[src/rtl/stream_fifo.sv]
// stream_fifo
// -----------------------------------------------------------------------------
// First-word-fall-through elastic buffer on a single valid/ready stream. It
// absorbs consumer stalls so an upstream producer (e.g. an array reader) never
// has to drop or repeat a transfer. The head entry is read asynchronously from
// registered storage, so a word pushed into an empty FIFO is visible on `out`
// in the very next cycle.
//
// Parameters
//   N           data width in bits
//   DEPTH_LOG2  log2 of the number of storage entries (D = 2**DEPTH_LOG2)
//
// Ports
//   clk        in   sole clock, rising edge
//   rst        in   synchronous, active-high reset (clears pointers and count)
//   in         in   write data
//   in_valid   in   producer offers `in`
//   in_ready   out  FIFO accepts `in` this cycle
//   out        out  head-of-queue data (0 when empty or in reset)
//   out_valid  out  `out` holds a valid entry
//   out_ready  in   consumer takes `out` this cycle
//   count      out  number of stored entries, 0..D
// -----------------------------------------------------------------------------
`ifndef intN
`define intN 8
`endif

module stream_fifo #(
  parameter int N          = `intN,
  parameter int DEPTH_LOG2 = 3
) (
  input  logic                  clk,
  input  logic                  rst,
  input  logic [N-1:0]          in,
  input  logic                  in_valid,
  output logic                  in_ready,
  output logic [N-1:0]          out,
  output logic                  out_valid,
  input  logic                  out_ready,
  output logic [DEPTH_LOG2:0]   count
);

  localparam int D = 1 << DEPTH_LOG2;
  localparam logic [DEPTH_LOG2:0] FULL_CNT = (DEPTH_LOG2 + 1)'(D);

  // Storage is data only: it is never reset, pointers and count define validity.
  logic [N-1:0]          mem_q [D];

  logic [DEPTH_LOG2-1:0] wr_ptr_q, wr_ptr_d;
  logic [DEPTH_LOG2-1:0] rd_ptr_q, rd_ptr_d;
  logic [DEPTH_LOG2:0]   count_q,  count_d;

  logic push;
  logic pop;

  // Full/empty come from the count register alone; pointers are equal both
  // when empty and when full, so they cannot disambiguate. Ready depends only
  // on registered state, so a full FIFO refuses a push even while popping.
  always_comb begin
    in_ready  = !rst && (count_q != FULL_CNT);
    out_valid = !rst && (count_q != '0);
    out       = out_valid ? mem_q[rd_ptr_q] : '0;
    push      = in_valid && in_ready;
    pop       = out_valid && out_ready;
  end

  always_comb begin
    wr_ptr_d = wr_ptr_q;
    rd_ptr_d = rd_ptr_q;
    count_d  = count_q;
    if (rst) begin
      wr_ptr_d = '0;
      rd_ptr_d = '0;
      count_d  = '0;
    end else begin
      // Pointers are DEPTH_LOG2 bits wide, so the increment wraps D-1 -> 0.
      if (push) wr_ptr_d = wr_ptr_q + 1'b1;
      if (pop)  rd_ptr_d = rd_ptr_q + 1'b1;
      case ({push, pop})
        2'b10:   count_d = count_q + 1'b1;
        2'b01:   count_d = count_q - 1'b1;
        default: count_d = count_q;
      endcase
    end
  end

  always_ff @(posedge clk) begin
    wr_ptr_q <= wr_ptr_d;
    rd_ptr_q <= rd_ptr_d;
    count_q  <= count_d;
  end

  // push is already gated by !rst through in_ready.
  always_ff @(posedge clk) begin
    if (push) mem_q[wr_ptr_q] <= in;
  end

  assign count = count_q;

endmodule
[config.mk]
export PLATFORM = sky130hd
export DESIGN_NAME = stream_fifo
export DESIGN_NICKNAME = d
export VERILOG_FILES = /design/src/rtl/stream_fifo.sv
export SDC_FILE = /design/constraint.sdc
export NUM_CORES = 1
export LEC_CHECK = 0
export ABC_AREA = 0
export CAP_MARGIN = 40
export CORE_ASPECT_RATIO = 0.75
export CORE_MARGIN = 5
export CORE_UTILIZATION = 48
export DETAILED_ROUTE_END_ITERATION = 10
export PLACE_DENSITY = 0.66
export SYNTH_ARGS = -nofsm -noshare
export SYNTH_HDL_FRONTEND = slang
export SYNTH_SLANG_ARGS = --single-unit
[constraint.sdc]
create_clock -name clk -period 4.8 [get_ports clk]
set_input_delay 0.72 -clock clk [delete_from_list [all_inputs] [get_ports clk]]
set_output_delay 0.72 -clock clk [all_outputs]
set_load 0.005 [all_outputs]
==> results.sh, run 1 <==
export IMPL_grt_usage_pct=15.4
export IMPL_synth_most_common_cell="edfxtp_1"
export IMPL_synth_nets=195
export IMPL_fmax_ghz=0.304
export IMPL_start_util_pct=49.4
export IMPL_cts_root_buffer="clkbuf_8"
export IMPL_grt_pass1_wl_um=8930
export IMPL_core_sq_mm=0.00632
export IMPL_synth_xor_area_share_pct=1.68
export IMPL_yosys_area_top_type_share_pct=61.6
export IMPL_comb_power_share_pct=10.8
export IMPL_finalInstanceArea_sq_mm=0.00374
export IMPL_drt_wl_total_um=5620
export IMPL_grt_pass1_vias=1642
export IMPL_ff2ff_path_depth=9
export IMPL_firstDrtPassIters=4
export IMPL_port_buffer_count=25
export IMPL_drc=0
export IMPL_die_h_um=79.8
export IMPL_synth_area_per_cell_sq_um=17.5
export IMPL_power_density_mw_per_mm2=390
export IMPL_reg2reg_setup_slack_ns=2.15
export IMPL_clk_latency_ns=0.35
export IMPL_timing_final_crit_share_pct=68.5
export IMPL_worst_pin_slew_ns=0.829
export IMPL_clock_path_buffers=2
export IMPL_synthSimpleGateAreaFrac_pct=8.26
export IMPL_areaGrowthSynthToFinish_pct=19.7
export IMPL_run_status="completed"
export IMPL_io_pins=26
export IMPL_synthTopCellsByCount="64 x edfxtp_1, 18 x nor2_1, 16 x mux4_2"
export IMPL_worstPathRequired_ns=4.08
export IMPL_synth_area_sq_mm=0.00312
export IMPL_tritoncts="built"
export IMPL_synth_area_leader_cell="edfxtp_1"
export IMPL_antenna_left=0
export IMPL_antenna_found_initial=0
export IMPL_drtIter0Drc=112
export IMPL_final_hold_viol_count=0
export IMPL_critPathArrivalTime_ns=2.57
export IMPL_yosysWarnings=0
export IMPL_synthCells=178
export IMPL_whs_path_depth=1
export IMPL_die_area_sq_mm=0.00823
export IMPL_crit_start="rst"
export IMPL_drive_gt1_share_pct=22.3
export IMPL_post_cts_setup_buffers=0
export IMPL_min_to="rd_ptr_q[2]"
export IMPL_nets=232
export IMPL_ctsResizeCount=0
export IMPL_clock_sinks=77
export IMPL_die_x_um=103
export IMPL_crit_path_start_kind="primary input"
export IMPL_crit_top_cell="clkdlybuf4s50_1"
export IMPL_slew_headroom_pct=44.7
export IMPL_fin_crit_ns=3.29
export IMPL_gp_congestion=0.728
export IMPL_clk_pin_slew_ns=0.08
export IMPL_synth_top_family_by_area="multiplexers"
export IMPL_yosysUniqueCellTypes=36
export IMPL_clock_power_share_pct=37.0
export IMPL_fp_row_count=25
export IMPL_post_dp_cell_area_sq_mm=0.00352
export IMPL_grt_max_degree=17
export IMPL_p_leak_uw=0.00122
export IMPL_cts_htree_levels=3
export IMPL_critPathCaptureType="primary output"
export IMPL_max_cap_violations=0
export IMPL_viasPerCell=5.44
export IMPL_min_delay_start="rd_ptr_q[2]"
export IMPL_crit_fanout=12
export IMPL_final_setup_tns_ns=0
export IMPL_p_sw_uw=331
export IMPL_seqPwrFrac_pct=52.2
export IMPL_yosysSeqAreaShare_pct=69.9
export IMPL_synth_compound_area_share_pct=1.76
export IMPL_hp_class="reg -> reg"
export IMPL_synthArstFlopShare_pct=0
export IMPL_post_dp_hpwl_um=3640
export IMPL_muxShareOfSynthArea_pct=14.8
export IMPL_rsz0062_at_grt="no"
export IMPL_peakVddDrop_mv=0.258
export IMPL_sw_frac_of_total_pct=22.8
export IMPL_p_int_uw=1130
export IMPL_ys_ff_latch=77
export IMPL_hold_buffers=0
export IMPL_final_core_util_pct=59.1
export IMPL_crit_type="in -> out"
export IMPL_diodes=0
export IMPL_worstReg2RegEnd="count[2]"
export IMPL_crit_path_top_delay_cell="clkdlybuf4s50_1"
export IMPL_setup_violations=0
export IMPL_slowest_delay_ns=0.63
export IMPL_synth_fa_ha_area_share_pct=2.00
export IMPL_cp_cell_sequence="clkdlybuf4s50_1 -> or2_2 -> nor2_1 -> clkdlybuf4s50_1"
export IMPL_via_count=1638
export IMPL_numCtsBuffers=9
export IMPL_slew_viol_final=0
export IMPL_hold_ws_ns=0.495
export IMPL_synth_edf_count=64
export IMPL_finalNonFillerCells=301
export IMPL_place_inst=285
export IMPL_synth_area_leaders="edfxtp_1 62%, mux4_2 12%, dfxtp_1 8.3%"
export IMPL_grt_overflow_total=0
export IMPL_finClkSkew_ns=0.00851
export IMPL_worstReg2RegStart="count[1]"
export IMPL_synth_flop_cell="edfxtp_1"
export IMPL_post_drt_wl_per_cell_um=18.7
[routing by layer]
metal | global-route usage [%] | part of all wire, % | vias up | routed length [um]
li1 | - | - | 773 | -
met1 | 21.3 | 46 | 827 | 2590
met2 | 22.7 | 48 | 31 | 2690
met3 | 6.46 | 4.8 | 7 | 270
met4 | 3.88 | 1.1 | 0 | 63
met5 | 0 | 0 | - | 0
[power by group through the flow]
stage	Sequential [uW]	Clock, uW	Combinational (uW)
after floorplan	766	0	96.3
after detailed placement	776	0	158
after global placement	779	0	141
after global routing	763	585	171
final	760	540	157
after CTS	760	552	159
[cells by family after synthesis]
family / after synthesis
AND/OR/NAND/NOR: 46
flip-flops: 77
buffers and inverters: 9
XOR/XNOR: 6
AO/OA/AOI/OAI: 9
multiplexers: 26
adder cells (fa/ha/maj): 5
[area by class of cell]
class / count / area [sq um]
sequential: 77 / 2180
inverter: 2 / 7.51
clock buffer: 10 / 128
multi-input combinational: 92 / 895
fill: 482 / 2580
timing repair buffer: 33 / 330
clock inverter: 6 / 93.8
tap: 81 / 101
[stage by stage]
stage | setup slack [ns] | total power [uW]
floorplan | 2.29 | 862
global placement | 1.59 | 920
detailed placement | 1.41 | 934
CTS | 1.49 | 1470
global route | 1.43 | 1520
finish | 1.51 | 1460
[critical path, delay by kind of cell]
kind          cells  cell delay, ns
simple gates      2            0.70
buf+inv           2            1.15
[sequential cells by signal (all words and copies together), names as in the netlist, named ones only]
signal	cells
count	4
wr_ptr_q	3
rd_ptr_q	3
mem_q	64
[cells in the final DEF (no fill, tap or decap), types with 2 or more instances in the layout]
cell | Yosys | final
inv_1 | 2 | 2
nand3_1 | 2 | 2
xor2_1 | 4 | 4
mux4_2 | 16 | 16
a21oi_1 | 4 | 4
nor2_1 | 18 | 18
clkbuf_8 | 0 | 9
nor3_1 | 4 | 3
o21ai_0 | 2 | 2
mux2i_1 | 9 | 9
buf_4 | 2 | 7
ha_1 | 5 | 5
bufinv_16 | 0 | 2
nor4_1 | 2 | 2
nand3_2 | 2 | 2
nand2_1 | 5 | 5
xnor2_1 | 2 | 2
clkdlybuf4s50_1 | 0 | 25
inv_6 | 0 | 2
nand2b_1 | 3 | 3
dfxtp_1 | 13 | 13
edfxtp_1 | 64 | 64
[how the worst max path moves through the flow]
stage / endpoint / depth (start not counted)
2_1_floorplan: count[2] / 9
3_3_place_gp: out[4] / 4
3_5_place_dp: count[2] / 10
4_1_cts: out[5] / 4
5_1_grt: out[1] / 4
6_report: out[1] / 4
No activity file was read; power rests on OpenSTA's default activity.
==> run 2, diff against run 1 <==
==> constraint.sdc (replaced) <==
create_clock -name clk -period 3.3 [get_ports clk]
set_input_delay 0.495 -clock clk [delete_from_list [all_inputs] [get_ports clk]]
set_output_delay 0.495 -clock clk [all_outputs]
set_load 0.005 [all_outputs]
==> run 2 against run 1 <==
Critical path depth unchanged. Non-clock buffer count grew 5. Die area is the same. Via count grew 0.43%. Sequential cell count unchanged. Worst setup slack lost 0.95 ns. Critical path type is now reg -> out. Critical endpoint unchanged. Largest power group unchanged. Highest routed layer unchanged.
==> results.sh, run 2 (synthesis gave the netlist of run 1 again) <==
export IMPL_slowest_delay_ns=0.81
export IMPL_crit_path_top_delay_cell="dfxtp_1"
export IMPL_ctsResizeCount=0
export IMPL_power_density_mw_per_mm2=555
export IMPL_wl_met2_um=2700
export IMPL_gp_congestion=0.767
export IMPL_start_util_pct=49.4
export IMPL_wl_met1_um=2490
export IMPL_die_h_um=79.8
export IMPL_nets=237
export IMPL_critPathArrivalTime_ns=2.24
export IMPL_tritoncts="built"
export IMPL_critPathCaptureType="primary output"
export IMPL_rsz0062_at_grt="no"
export IMPL_top_register="mem_q"
export IMPL_grt_max_degree=17
export IMPL_grt_usage_pct=15.3
export IMPL_top_layer_used="met4"
export IMPL_fp_row_count=25
export IMPL_crit_type="reg -> out"
export IMPL_min_delay_start="rd_ptr_q[2]"
export IMPL_crit_path_start_kind="flop"
export IMPL_areaGrowthSynthToFinish_pct=19.9
export IMPL_worstPathRequired_ns=2.80
export IMPL_numCtsBuffers=9
export IMPL_viasPerCell=5.38
export IMPL_met3_length_um=294
export IMPL_firstDrtPassIters=4
export IMPL_whs_path_depth=1
export IMPL_grt_overflow_total=0
export IMPL_slew_viol_final=0
export IMPL_finalNonFillerCells=306
export IMPL_min_to="rd_ptr_q[2]"
export IMPL_peakVddDrop_mv=0.236
export IMPL_antenna_left=0
export IMPL_antenna_found_initial=0
export IMPL_crit_fanout=16
export IMPL_grt_pass1_wl_um=8950
export IMPL_drc=0
export IMPL_port_buffer_count=25
export IMPL_crit_buf_inv=1
export IMPL_hold_buffers=0
export IMPL_via_count=1645
export IMPL_run_status="completed"
export IMPL_post_dp_hpwl_um=3730
export IMPL_worstReg2RegStart="count[1]"
export IMPL_max_cap_violations=0
export IMPL_fin_crit_ns=2.73
export IMPL_finClkSkew_ns=0.00873
export IMPL_post_drt_wl_per_cell_um=18.1
export IMPL_die_x_um=103
export IMPL_worstReg2RegEnd="count[3]"
export IMPL_cp_cell_sequence="mux4_2 -> mux2i_1 -> nor2_1 -> clkdlybuf4s50_1"
export IMPL_fmax_ghz=0.366
export IMPL_setup_violations=0
export IMPL_largest_reg_flops=64
export IMPL_clk_pin_slew_ns=0.08
export IMPL_clk_latency_ns=0.34
export IMPL_drt_wl_total_um=5550
export IMPL_worst_pin_slew_ns=0.746
export IMPL_ff2ff_path_depth=8
export IMPL_cts_htree_levels=3
export IMPL_reg2reg_setup_slack_ns=0.67
export IMPL_final_cell_mix="64 x edfxtp_1, 25 x clkdlybuf4s50_1, 18 x nor2_1, 16 x mux4_2"
export IMPL_io_pins=26
export IMPL_drive_gt1_share_pct=23.1
export IMPL_clock_path_buffers=2
export IMPL_grt_pass1_vias=1686
export IMPL_core_sq_mm=0.00632
export IMPL_die_area_sq_mm=0.00823
export IMPL_diodes=0
export IMPL_hp_class="reg -> reg"
export IMPL_drtIter0Drc=55
export IMPL_cp_top_family="flip-flops"
export IMPL_layout_commonest_cell="edfxtp_1"
export IMPL_place_inst=290
export IMPL_slew_headroom_pct=50.2
export IMPL_timing_final_crit_share_pct=82.8
export IMPL_final_setup_tns_ns=0
export IMPL_clock_sinks=77
export IMPL_post_cts_setup_buffers=0
export IMPL_p_leak_uw=0.00123
export IMPL_cts_root_buffer="clkbuf_8"
export IMPL_final_hold_viol_count=0
## run 2: worst max-delay path by stage
stage	endpoint	slack, ns	depth (start not counted)	startpoint
2_1_floorplan	count[2]	0.98	9	count[1]
3_3_place_gp	count[2]	0.54	10	rst
3_5_place_dp	count[3]	0.43	8	rst
4_1_cts	out[4]	0.50	4	flop
5_1_grt	out[1]	0.35	4	flop
6_report	out[1]	0.57	4	flop
## run 2: layout make-up
type | count | area (sq um)
clock buffers | 11 | 131
clock inverters | 5 | 83.8
fillers | 501 | 2570
inverters | 2 | 7.51
multi-input cells | 92 | 890
flip-flops and latches | 77 | 2180
well taps | 81 | 101
repair buffers | 38 | 348
## run 2: where the power goes
part	internal, uW	total (uW)	switching [uW]
clock	429	749	320
combinational	127	230	103
sequential	1080	1100	22.5
## run 2: stage by stage
stage	hold WS, ns	area, sq um	setup slack (ns)	total power (uW)	utilization (%)
after floorplan	0.433	3120	0.983	1250	-
after global placement	0.453	3530	0.538	1350	55.8
after global routing	0.528	3740	0.345	2180	59.2
after CTS	0.481	3740	0.496	2110	59.2
final	0.479	3740	0.568	2080	59.2
after detailed placement	0.471	3530	0.430	1350	55.8
## run 2: per-layer routing
layer,vias to the layer above,track usage (%)
met3,6,5.85
met5,-,0
met4,0,4.27
li1,781,-
met1,818,20.8
met2,40,23.2
